--- src/rtl/nx_indirect_access_cntrl_v3.sv ---
// -----------------------------------------------------------------------------
// nx_indirect_access_cntrl_v3
//
// Multi-table indirect-access controller. A CSR write to CMND_ADDRESS issues a
// command. The controller turns that command into single-port accesses on a
// shared memory port. Those accesses use grant/rsp handshakes, and a timer
// supervises each one. The block keeps a per-table enable state, a latched
// command context and a programmable start address for INIT sweeps.
//
// Optional feature: define NX_IA_ERR_CNT_EN to build a saturating error
// counter on err_cnt. Without the macro, err_cnt is tied to zero.
//
// Handshake: sw_cs is a request that is held until grant is sampled high.
// sw_add, sw_table_id, sw_wdat and sw_we stay stable while sw_cs is high.
// For a READ, the grant ends the request. A later single-cycle rsp then
// delivers sw_rdat. In a sweep, each cycle that has sw_cs and grant high
// completes one write.
//
// Ports:
//   clk, rst_n            clock, asynchronous active-low reset
//   wr_stb, reg_addr      CSR write strobe / address
//   cmnd_op               command opcode
//   cmnd_addr             command entry address
//   cmnd_table_id         command target table
//   wr_dat                write / init data
//   addr_limit            highest legal address, per table
//   stat_code             RDY/BSY/TMO/OVR/NXM/UOP/DIS
//   stat_addr/_table_id   latched command context
//   rd_dat                last read result
//   enable                per-table enable
//   sw_cs/we/table_id/add/wdat   memory access request
//   sw_rdat, grant, rsp   memory response
//   yield                 timer MSB, priority hint to the arbiter
//   err_cnt               error counter (optional)
//   dbg_state             FSM state, for observation
// -----------------------------------------------------------------------------
module nx_indirect_access_cntrl_v3 #(
    parameter int                     CMND_ADDRESS    = 0,
    parameter int                     N_REG_ADDR_BITS = 16,
    parameter int                     N_DATA_BITS     = 64,
    parameter int                     N_TABLES        = 4,
    parameter int                     N_ENTRIES       = 1024,
    parameter int                     N_TIMER_BITS    = 6,
    parameter logic [N_DATA_BITS-1:0] RESET_DATA      = '0,
    localparam int                    AW              = $clog2(N_ENTRIES),
    localparam int                    TW              = (N_TABLES > 1) ? $clog2(N_TABLES) : 1
) (
    input  logic                          clk,
    input  logic                          rst_n,
    input  logic                          wr_stb,
    input  logic [N_REG_ADDR_BITS-1:0]    reg_addr,
    input  logic [3:0]                    cmnd_op,
    input  logic [AW-1:0]                 cmnd_addr,
    input  logic [TW-1:0]                 cmnd_table_id,
    input  logic [N_DATA_BITS-1:0]        wr_dat,
    input  logic [N_TABLES-1:0][AW-1:0]   addr_limit,
    output logic [2:0]                    stat_code,
    output logic [AW-1:0]                 stat_addr,
    output logic [TW-1:0]                 stat_table_id,
    output logic [N_DATA_BITS-1:0]        rd_dat,
    output logic [N_TABLES-1:0]           enable,
    output logic                          sw_cs,
    output logic                          sw_we,
    output logic [TW-1:0]                 sw_table_id,
    output logic [AW-1:0]                 sw_add,
    output logic [N_DATA_BITS-1:0]        sw_wdat,
    input  logic [N_DATA_BITS-1:0]        sw_rdat,
    input  logic                          grant,
    input  logic                          rsp,
    output logic                          yield,
    output logic [7:0]                    err_cnt,
    output logic [2:0]                    dbg_state
);

    typedef enum logic [2:0] {
        ST_READY    = 3'd0,
        ST_ACCESS   = 3'd1,
        ST_WAIT_RSP = 3'd2,
        ST_SWEEP    = 3'd3,
        ST_ERROR    = 3'd4
    } state_t;

    localparam logic [2:0] C_RDY = 3'd0, C_BSY = 3'd1, C_TMO = 3'd2, C_OVR = 3'd3,
                           C_NXM = 3'd4, C_UOP = 3'd5, C_DIS = 3'd6;

    localparam logic [3:0] OP_NOP = 4'h0, OP_READ = 4'h1, OP_WRITE = 4'h2,
                           OP_ENABLE = 4'h3, OP_DISABLE = 4'h4, OP_RESET = 4'h5,
                           OP_INIT = 4'h6, OP_SET_INIT = 4'h8, OP_ACK = 4'hF;

    state_t                  r_state, w_nxt_state;
    logic [2:0]              r_stat_code, w_nxt_code;
    logic [N_TIMER_BITS-1:0] r_timer, w_nxt_timer;
    logic [3:0]              r_op;
    logic [AW-1:0]           r_stat_addr;
    logic [TW-1:0]           r_stat_table_id;
    logic [N_DATA_BITS-1:0]  r_rd_dat;
    logic [N_TABLES-1:0]     r_enable;
    logic                    r_sw_cs;
    logic                    r_sw_we;
    logic [TW-1:0]           r_sw_table_id;
    logic [AW-1:0]           r_sw_add;
    logic [N_DATA_BITS-1:0]  r_sw_wdat;
    logic [AW-1:0]           r_end_addr;
    logic [AW-1:0]           r_init_start;

    // Command decode
    logic          w_issue, w_ovr, w_tbl_ok, w_enabled;
    logic          w_uses_table, w_uses_addr, w_is_access, w_known;
    logic          w_nxm, w_dis;
    logic [AW-1:0] w_limit;

    // Actions selected by the next-state logic
    logic w_accept, w_start, w_en_set, w_en_clr, w_set_init, w_clr_init;
    logic w_load_rd, w_adv, w_nxt_cs, w_nxt_we, w_write_op;

    assign w_issue = wr_stb && (reg_addr == N_REG_ADDR_BITS'(CMND_ADDRESS)) && (cmnd_op != OP_NOP);
    // While busy, any real command except ACK_ERROR is an overrun.
    assign w_ovr   = w_issue && (cmnd_op != OP_ACK);

    assign w_tbl_ok  = int'(cmnd_table_id) < N_TABLES;
    assign w_limit   = w_tbl_ok ? addr_limit[cmnd_table_id] : '0;
    assign w_enabled = w_tbl_ok && r_enable[cmnd_table_id];

    assign w_uses_addr  = (cmnd_op == OP_READ) || (cmnd_op == OP_WRITE) || (cmnd_op == OP_INIT);
    assign w_is_access  = w_uses_addr || (cmnd_op == OP_RESET);
    assign w_uses_table = w_is_access || (cmnd_op == OP_ENABLE) || (cmnd_op == OP_DISABLE);
    assign w_known      = w_uses_table || (cmnd_op == OP_SET_INIT) || (cmnd_op == OP_ACK);

    // RESET sweeps the whole table, so only the table id is range-checked for it.
    assign w_nxm = (w_uses_table && !w_tbl_ok)
                || (w_uses_addr && (cmnd_addr > w_limit))
                || ((cmnd_op == OP_INIT) && (r_init_start > cmnd_addr));
    assign w_dis = w_is_access && !w_enabled;

    // Next-state / action logic
    always_comb begin
        w_nxt_state = r_state;
        w_nxt_code  = r_stat_code;
        w_nxt_timer = '0;
        w_accept    = 1'b0;
        w_en_set    = 1'b0;
        w_en_clr    = 1'b0;
        w_set_init  = 1'b0;
        w_clr_init  = 1'b0;
        w_load_rd   = 1'b0;
        w_adv       = 1'b0;
        unique case (r_state)
            ST_READY: begin
                if (w_issue && (cmnd_op != OP_ACK)) begin
                    w_accept = 1'b1;
                    if (!w_known) begin
                        w_nxt_state = ST_ERROR;
                        w_nxt_code  = C_UOP;
                    end else if (w_nxm) begin
                        w_nxt_state = ST_ERROR;
                        w_nxt_code  = C_NXM;
                    end else if (w_dis) begin
                        w_nxt_state = ST_ERROR;
                        w_nxt_code  = C_DIS;
                    end else begin
                        unique case (cmnd_op)
                            OP_READ, OP_WRITE: begin
                                w_nxt_state = ST_ACCESS;
                                w_nxt_code  = C_BSY;
                                w_nxt_timer = N_TIMER_BITS'(1);
                            end
                            OP_RESET, OP_INIT: begin
                                w_nxt_state = ST_SWEEP;
                                w_nxt_code  = C_BSY;
                                w_nxt_timer = N_TIMER_BITS'(1);
                            end
                            OP_ENABLE:   w_en_set   = 1'b1;
                            OP_DISABLE:  w_en_clr   = 1'b1;
                            OP_SET_INIT: w_set_init = 1'b1;
                            default: ;
                        endcase
                    end
                end
            end
            ST_ACCESS, ST_WAIT_RSP, ST_SWEEP: begin
                // Priority: overrun, then handshake, then timeout (grant beats timeout).
                if (w_ovr) begin
                    w_nxt_state = ST_ERROR;
                    w_nxt_code  = C_OVR;
                end else if ((r_state == ST_ACCESS) && grant) begin
                    if (r_op == OP_WRITE) begin
                        w_nxt_state = ST_READY;
                        w_nxt_code  = C_RDY;
                    end else begin
                        w_nxt_state = ST_WAIT_RSP;
                    end
                end else if ((r_state == ST_WAIT_RSP) && rsp) begin
                    w_nxt_state = ST_READY;
                    w_nxt_code  = C_RDY;
                    w_load_rd   = 1'b1;
                end else if ((r_state == ST_SWEEP) && grant) begin
                    if (r_sw_add == r_end_addr) begin
                        w_nxt_state = ST_READY;
                        w_nxt_code  = C_RDY;
                        w_clr_init  = 1'b1;
                    end else begin
                        w_adv = 1'b1;
                    end
                end else if (r_timer == '1) begin
                    w_nxt_state = ST_ERROR;
                    w_nxt_code  = C_TMO;
                end else begin
                    w_nxt_timer = r_timer + 1'b1;
                end
            end
            ST_ERROR: begin
                if (w_issue && (cmnd_op == OP_ACK)) begin
                    w_nxt_state = ST_READY;
                    w_nxt_code  = C_RDY;
                end
            end
            default: begin
                w_nxt_state = ST_READY;
                w_nxt_code  = C_RDY;
            end
        endcase
    end

    assign w_start    = (r_state == ST_READY) &&
                        ((w_nxt_state == ST_ACCESS) || (w_nxt_state == ST_SWEEP));
    assign w_write_op = (r_state == ST_READY) ? (cmnd_op == OP_WRITE) : (r_op == OP_WRITE);
    assign w_nxt_cs   = (w_nxt_state == ST_ACCESS) || (w_nxt_state == ST_SWEEP);
    assign w_nxt_we   = (w_nxt_state == ST_SWEEP) || ((w_nxt_state == ST_ACCESS) && w_write_op);

    always_ff @(posedge clk or negedge rst_n) begin
        if (!rst_n) r_state <= ST_READY;
        else        r_state <= w_nxt_state;
    end

    always_ff @(posedge clk or negedge rst_n) begin
        if (!rst_n) begin
            r_stat_code     <= C_RDY;
            r_timer         <= '0;
            r_op            <= OP_NOP;
            r_stat_addr     <= '0;
            r_stat_table_id <= '0;
            r_rd_dat        <= RESET_DATA;
            r_enable        <= '0;
            r_sw_cs         <= 1'b0;
            r_sw_we         <= 1'b0;
            r_sw_table_id   <= '0;
            r_sw_add        <= '0;
            r_sw_wdat       <= '0;
            r_end_addr      <= '0;
            r_init_start    <= '0;
        end else begin
            r_stat_code <= w_nxt_code;
            r_timer     <= w_nxt_timer;
            r_sw_cs     <= w_nxt_cs;
            r_sw_we     <= w_nxt_we;
            if (w_accept) begin
                r_op            <= cmnd_op;
                r_stat_addr     <= cmnd_addr;
                r_stat_table_id <= cmnd_table_id;
            end
            if (w_start) begin
                r_sw_table_id <= cmnd_table_id;
                unique case (cmnd_op)
                    OP_RESET: begin
                        r_sw_add   <= '0;
                        r_end_addr <= w_limit;
                        r_sw_wdat  <= RESET_DATA;
                    end
                    OP_INIT: begin
                        r_sw_add   <= r_init_start;
                        r_end_addr <= cmnd_addr;
                        r_sw_wdat  <= wr_dat;
                    end
                    default: begin
                        r_sw_add   <= cmnd_addr;
                        r_end_addr <= cmnd_addr;
                        r_sw_wdat  <= wr_dat;
                    end
                endcase
            end else if (w_adv) begin
                r_sw_add <= r_sw_add + 1'b1;
            end
            if (w_load_rd)  r_rd_dat <= sw_rdat;
            if (w_en_set)   r_enable[cmnd_table_id] <= 1'b1;
            if (w_en_clr)   r_enable[cmnd_table_id] <= 1'b0;
            if (w_set_init) r_init_start <= cmnd_addr;
            else if (w_clr_init) r_init_start <= '0;
        end
    end

`ifdef NX_IA_ERR_CNT_EN
    logic [7:0] r_err_cnt;

    always_ff @(posedge clk or negedge rst_n) begin
        if (!rst_n) begin
            r_err_cnt <= 8'd0;
        end else if ((r_state != ST_ERROR) && (w_nxt_state == ST_ERROR)) begin
            if (r_err_cnt != 8'hFF) r_err_cnt <= r_err_cnt + 8'd1;
        end else if ((r_state == ST_ERROR) && (w_nxt_state == ST_READY) && (cmnd_addr == '0)) begin
            r_err_cnt <= 8'd0;
        end
    end

    assign err_cnt = r_err_cnt;
`else
    assign err_cnt = 8'd0;
`endif

    assign stat_code     = r_stat_code;
    assign stat_addr     = r_stat_addr;
    assign stat_table_id = r_stat_table_id;
    assign rd_dat        = r_rd_dat;
    assign enable        = r_enable;
    assign sw_cs         = r_sw_cs;
    assign sw_we         = r_sw_we;
    assign sw_table_id   = r_sw_table_id;
    assign sw_add        = r_sw_add;
    assign sw_wdat       = r_sw_wdat;
    assign yield         = r_timer[N_TIMER_BITS-1];
    assign dbg_state     = r_state;

endmodule

--- config.mk ---
export PLATFORM = sky130hd
export DESIGN_NAME = nx_indirect_access_cntrl_v3
export DESIGN_NICKNAME = d
export VERILOG_FILES = /design/src/rtl/nx_indirect_access_cntrl_v3.sv
export SDC_FILE = /design/constraint.sdc
export NUM_CORES = 1
export LEC_CHECK = 0
export ABC_AREA = 1
export CORE_UTILIZATION = 44
export DETAILED_ROUTE_END_ITERATION = 8
export GPL_TIMING_DRIVEN = 0
export PLACE_DENSITY = 0.86
export SYNTH_ARGS = -nofsm -noshare
export SYNTH_HDL_FRONTEND = slang
export SYNTH_SLANG_ARGS = --single-unit
--- constraint.sdc ---
create_clock -name clk -period 2.9 [get_ports clk]
set_input_delay 0.58 -clock clk [delete_from_list [all_inputs] [get_ports clk]]
set_output_delay 0.58 -clock clk [all_outputs]
set_load 0.02 [all_outputs]
==> impl_metrics.json, run 1 <==
{
  "endpoint_kind": "register",
  "p_total_mw": 5.769,
  "cp_max_fo": 7,
  "final.setup.tns_ns": 0,
  "layout_commonest_cell": "clkdlybuf4s50_1",
  "vias": 8997,
  "r2r_setup_slack_ns": 0.55,
  "cts-root-buf": "clkbuf_16",
  "synth_top_area_share_pct": 50.69,
  "die_area_sq_mm": 0.02236,
  "die_height_um": 149.5,
  "die_w_um": 149.5,
  "post-route-util_pct": 69.20,
  "powerDensity_mw_per_mm2": 394.1,
  "fin_skew_ns": 0.01005,
  "ys_seq_area_share_pct": 50.69,
  "drv_slew": 0,
  "crit_slowest_cell": "clkdlybuf4s50_1",
  "grt-ovfl-total": 0,
  "fin_crit_sh_pct": 97.92,
  "synth_area_sq_mm": 0.009577,
  "rows": 53,
  "avgSynthCellArea_sq_um": 9.307,
  "clock_latency_ns": 0.44,
  "tightestPinTransition_ns": 0.7691,
  "ir_drop_mv": 0.3804,
  "maxCapViolations": 0,
  "fin_nets": 1667,
  "clock_sinks": 194,
  "power_switching_mw": 1.531,
  "fillCellCount": 1568,
  "cp-start-kind": "input pin",
  "totalWireLength_mm": 31.10,
  "fin_ws_ns": 0.06040,
  "worstReg2RegStart": "dbg_state[1]",
  "crit_type": "input pin to register",
  "p_int_mw": 4.238,
  "core_sq_mm": 0.02115,
  "async_flop_share_pct": 100.0,
  "setup_viol": 0,
  "cts_hold_buf": 0,
  "r2r-end": "sw_wdat[59]",
  "cp.required_ns": 3.22,
  "layout_common_cells": "361 x clkdlybuf4s50_1, 298 x nand2_1, 194 x dfrtp_1",
  "hpwl_mm": 23.83,
  "drive_gt1_share_pct": 15.28,
  "grt_max_degree": 101,
  "h-tree-depth": 4,
  "antenna_found_initial": 8,
  "grt_pass1_wl_mm": 46.56,
  "syn_inst": 1029,
  "yosysWarnings": 0,
  "gp_congestion": 0.9473,
  "area_delta_synth_final_pct": 52.85,
  "crit_chain": "clkdlybuf4s50_1 -> a22o_1 -> a221oi_4 -> ha_1 -> nand2_1 -> nand2_1 -> a21oi_2 -> nand3_2 -> nand2_2 -> nand2_2 -> nor2_4 -> nand3_4 -> buf_12 -> clkbuf_16 -> nand2_1 -> o21ai_2",
  "grt_usage_pct": 27.43,
  "reg2regPathDepth": 10,
  "synth_top_area_cell": "dfrtp_1",
  "power_frac_comb_pct": 11.2,
  "initial_core_util_pct": 45.27,
  "grt_pass1_vias": 8831,
  "crit_end": "sw_wdat[59]",
  "crit_arrival_ns": 3.16,
  "cellLeakagePower_nw": 7.038,
  "path_clk_slew_ns": 0.08,
  "place_worst_setup_slack_ns": -1.210,
  "slew_headroom_pct": 48.73,
  "post-route-drc-count": 0,
  "p_sw_share_pct": 26.54,
  "fin_crit_ns": 2.840,
  "io_pins": 378,
  "clock_path_buffers": 2,
  "crit_start": "addr_limit[7]",
  "ys_types": 41,
  "portBuffers": 369,
  "seq_power_share_pct": 46.8,
  "ys_ff_latch": 194,
  "vias_per_cell": 5.180,
  "cts_tree": "done",
  "rsz0062_at_grt": "true",
  "ys_top_cells_by_area": "dfrtp_1 51%, nand2_1 12%, mux2_2 6.1%",
  "min_path_type": "input pin to asynchronous set/reset pin",
  "clkPwrFrac_pct": 41.9,
  "cts_inserted_buffers": 17,
  "final_hold_viol_count": 0,
  "path_common_cell": "nand2_1",
  "drt_iter0_drc": 458,
  "outcome": "finished clean",
  "wl_per_cell_um": 17.90,
  "crit_path_max_incr_delay_ns": 0.40,
  "ys.flop_type": "dfrtp_1",
  "fmax_mhz": 352.2,
  "drtAntennaViolNets": 0,
  "synth-edff-count": 0,
  "dr.pass1.iters": 5
}
==> power groups by stage <==
stage / logic, mW / clock network (mW) / registers (mW)
final: 0.649 / 2.42 / 2.70
after detailed placement: 0.594 / 0 / 2.76
after floorplan: 0.191 / 0 / 2.76
after global routing: 0.705 / 2.56 / 2.70
after global placement: 0.576 / 0 / 2.76
after CTS: 0.626 / 2.44 / 2.70
==> cells by family (layout without fill, tap and decap cells) <==
family / Yosys count / after routing / share of synthesized area (%)
DFF: 194 / 194 / 50.69
AOI/OAI and AO/OA: 174 / 174 / 11.61
xor gates and xnor gates: 18 / 18 / 1.646
buffers and inverters: 126 / 543 / 6.898
other: 1 / 17 / 0.03916
muxes: 64 / 64 / 7.525
and+or+nand+nor: 430 / 430 / 18.71
adders and majority gates: 22 / 22 / 2.874
==> how the worst min path moves through the flow <==
stage / from / endpoint / slack [ns] / cells past startpoint
final: rst_n / sw_wdat[39] / 0.13 / 1
after global routing: rst_n / sw_wdat[39] / 0.21 / 1
after CTS: rst_n / sw_wdat[39] / 0.19 / 1
after detailed placement: stat_code[1] / stat_code[1] / 0.46 / 2
after global placement: stat_code[1] / stat_code[1] / 0.46 / 2
after floorplan: rst_n / dbg_state[0] / 0.28 / 0
==> area by class of cell <==
cell class | instances | area (sq um) | area share (%)
clock inverter | 15 | 177.7 | 1.214
sequential | 194 | 4855 | 33.17
clock buffer | 17 | 425.4 | 2.906
buffer | 51 | 455.4 | 3.111
tap | 275 | 344.1 | 2.351
inverter | 75 | 284.0 | 1.940
timing repair buffer | 385 | 3884 | 26.53
multi-input combinational | 716 | 4190 | 28.63
antenna | 9 | 22.52 | 0.1539
==> registers in the layout (all words and copies together) (netlist names), 3 cells and up <==
signal        count
dbg_state         3
enable            4
sw_add           10
sw_wdat          64
rd_dat           64
r_end_addr       10
r_timer           6
stat_addr        10
r_init_start     10
stat_code         3
r_op              4
==> critical path, delay by kind of cell <==
family	cells	cell delay [ns]
AND/OR/NAND/NOR	8	0.83
adder cells (fa/ha/maj)	1	0.29
buffers and inverters	3	0.77
AO/OA/AOI/OAI	4	0.70
==> routing by layer <==
| layer | up-vias | routed length [um] | track usage (%) |
|---|---|---|---|
| li1 | 4225 | - | - |
| met1 | 4271 | 11330 | 30.29 |
| met2 | 417 | 16000 | 48.54 |
| met3 | 84 | 2174 | 5.610 |
| met4 | 0 | 1595 | 16.22 |
| met5 | - | 0 | 0 |
==> Yosys cell counts, drive strengths merged, types with 8 or more instances <==
cell type,n
ha,22
dfrtp,194
nand2,303
clkbuf,18
a21oi,16
o22ai,8
a22oi,18
inv,75
nor2,56
o21ai,122
mux2,64
buf,33
nand3,46
xor2,10
xnor2,8
nand4,8
==> timing repair <==
action / CTS / global route
endpoints found under the setup margin: 105 / 100
setup buffers: 7 / 5
resized for setup: 33 / 37
pin swaps: 6 / 16
gates cloned: 2 / 1
==> per-stage QoR <==
stage               std cells  area [sq um]  hold slack (ns)
global route             1736         14640           0.2071
finish                   1737         14640           0.1340
detailed placement       1681         13680           0.4636
floorplan                1036          9607           0.2844
global placement         1680         13640           0.4592
CTS                      1722         14450           0.1886
No activity file was read; power rests on OpenSTA's default activity.
==> inputs of run 2 (changes only) <==
--- a/config.mk
+++ b/config.mk
@@ -6,10 +6,13 @@
 export NUM_CORES = 1
 export LEC_CHECK = 0
 export ABC_AREA = 1
-export CORE_UTILIZATION = 44
+export CORE_AREA = 2 2 146 148
 export DETAILED_ROUTE_END_ITERATION = 8
+export DIE_AREA = 0 0 148 150
+export DONT_BUFFER_PORTS = 1
 export GPL_TIMING_DRIVEN = 0
-export PLACE_DENSITY = 0.86
+export PLACE_DENSITY = 0.66
+export SLEW_MARGIN = 20
 export SYNTH_ARGS = -nofsm -noshare
 export SYNTH_HDL_FRONTEND = slang
 export SYNTH_SLANG_ARGS = --single-unit
==> impl_metrics.json, run 2 (synthesis results as in run 1) <==
{
  "fin_nets": 1288,
  "die_area_sq_mm": 0.02220,
  "crit_slowest_cell": "ha_1",
  "slew_headroom_pct": 60.15,
  "cts_inserted_buffers": 17,
  "cts_tree": "done",
  "fillCellCount": 1958,
  "p_sw_share_pct": 25.37,
  "stdcell_area_sq_mm": 0.01067,
  "cp-start-kind": "input pin",
  "fin_crit_ns": 2.691,
  "grt_max_degree": 195,
  "seq_power_share_pct": 50.8,
  "drv_slew": 0,
  "power_frac_comb_pct": 5.1,
  "io_pins": 378,
  "drt_iter0_drc": 347,
  "crit_end": "sw_add[1]",
  "drtAntennaViolNets": 0,
  "dr.pass1.iters": 5,
  "portBuffers": 0,
  "wl_per_cell_um": 19.25,
  "area_delta_synth_final_pct": 11.44,
  "cp.required_ns": 3.21,
  "reg2regPathDepth": 10,
  "ir_drop_mv": 0.4224,
  "tightestPinTransition_ns": 0.5978,
  "die_height_um": 150,
  "h-tree-depth": 4,
  "path_clk_slew_ns": 0.09,
  "violations": "negative hold slack",
  "cellLeakagePower_nw": 5.511,
  "totalWireLength_mm": 25.97,
  "powerDensity_mw_per_mm2": 498.6,
  "antennaDiodeCount": 0,
  "clock_sinks": 194,
  "vias": 7143,
  "crit_start": "cmnd_table_id[0]",
  "crit_arrival_ns": 3.00,
  "cp_max_fo": 10,
  "r2r_setup_slack_ns": 0.53,
  "grt_usage_pct": 22.97,
  "grt_pass1_wl_mm": 39.58,
  "layout_commonest_cell": "nand2_1",
  "place_inst": 1311,
  "grt-ovfl-total": 0,
  "clkPwrFrac_pct": 44.1,
  "crit_type": "input pin to register",
  "setup_viol": 0,
  "fin_crit_sh_pct": 92.80,
  "drive_gt1_share_pct": 17.88,
  "min_path_type": "input pin to asynchronous set/reset pin",
  "clock_path_buffers": 2,
  "r2r-end": "sw_add[1]",
  "power_switching_mw": 1.350,
  "outcome": "finished with violations",
  "crit_chain": "clkinvlp_4 -> nand2_1 -> inv_1 -> buf_6 -> a22oi_1 -> nand2_1 -> ha_1 -> nand2_1 -> nand3b_1 -> nand2_1 -> inv_1 -> nand2_1 -> nand2_1 -> nor2_4 -> nand3_4 -> buf_8 -> buf_6 -> nand3_1 -> nand3_1",
  "vias_per_cell": 5.295,
  "crit_path_max_incr_delay_ns": 0.31,
  "maxCapViolations": 0,
  "hpwl_mm": 20.20,
  "stdcell_count": 1349,
  "rows": 53,
  "antenna_found_initial": 1,
  "gp_congestion": 0.8568,
  "initial_core_util_pct": 46.29,
  "grt_pass1_vias": 7078,
  "layout_common_cells": "302 x nand2_1, 194 x dfrtp_1, 67 x inv_1",
  "clock_latency_ns": 0.44,
  "cts-root-buf": "clkbuf_16",
  "endpoint_kind": "register",
  "post-route-drc-count": 0,
  "path_common_cell": "nand2_1",
  "die_w_um": 148,
  "fmax_mhz": 371.6,
  "p_int_mw": 3.971,
  "post-route-util_pct": 51.58,
  "postPlaceCellArea_sq_mm": 0.009951,
  "holdWs_ns": -0.1774,
  "final_hold_viol_count": 194,
  "core_sq_mm": 0.02069,
  "fin_skew_ns": 0.01800,
  "worstReg2RegStart": "dbg_state[1]"
}
## run 2: worst min-delay path by stage
stage	from	endpoint	slack, ns	cells past startpoint
2_1_floorplan	rst_n	dbg_state[0]	0.28	0
3_3_place_gp	rst_n	sw_wdat[34]	0.29	0
3_5_place_dp	rst_n	sw_wdat[38]	0.29	0
4_1_cts	rst_n	sw_wdat[38]	-0.19	0
5_1_grt	rst_n	sw_wdat[37]	-0.20	0
6_report	rst_n	sw_wdat[37]	-0.18	0
## run 2: repair_timing
action,in CTS,in global routing
endpoints found under the setup margin,95,99
pin swaps,1,2
buffers inserted,2,4
resized for setup,10,15
endpoints found under the hold margin,194,194
## run 2: cell type report
class,count,area [sq um],area share [%]
repair buffers,6,45.04,0.4220
flip-flops and latches,194,4855,45.49
clock buffers,18,429.2,4.021
inverters,75,291.5,2.732
well taps,275,344.1,3.224
plain buffers,51,409.1,3.834
clock inverters,14,165.2,1.547
multi-input cells,716,4134,38.73
## run 2: metrics by stage
step                      setup TNS, ns  setup slack, ns  power, mW  hold WS [ns]
final                                 0           0.2087      5.321       -0.1774
after floorplan                       0          0.04131      2.948        0.2844
after detailed placement         -61.77          -0.6712      3.001        0.2885
after global placement           -57.48          -0.6280      2.994        0.2883
after global routing          -0.003292        -0.003292      5.518       -0.2012
after CTS                             0         0.002079      5.360       -0.1908
## run 2: layer usage
layer	routed length, um	track usage [%]	up-vias	part of all wire, %
met5	0	0	-	0
met4	455	5.762	0	1.8
met3	2198	7.927	27	8.5
met2	13520	40.25	250	52
met1	9794	27.07	3413	38
li1	-	-	3453	-
## run 2: power groups by stage
stage / combinational [mW] / sequential [mW] / clock (mW)
6_report: 0.270 / 2.70 / 2.35
5_1_grt: 0.309 / 2.70 / 2.51
4_1_cts: 0.257 / 2.70 / 2.40
3_5_place_dp: 0.244 / 2.76 / 0
3_3_place_gp: 0.238 / 2.76 / 0
2_1_floorplan: 0.191 / 2.76 / 0
## run 2: worst max-delay path: cells and delay by family
family | cells | cell delay, ns
AND/OR/NAND/NOR | 11 | 1.18
AO/OA/AOI/OAI | 1 | 0.23
adder cells (fa/ha/maj) | 1 | 0.31
buffers and inverters | 6 | 0.68
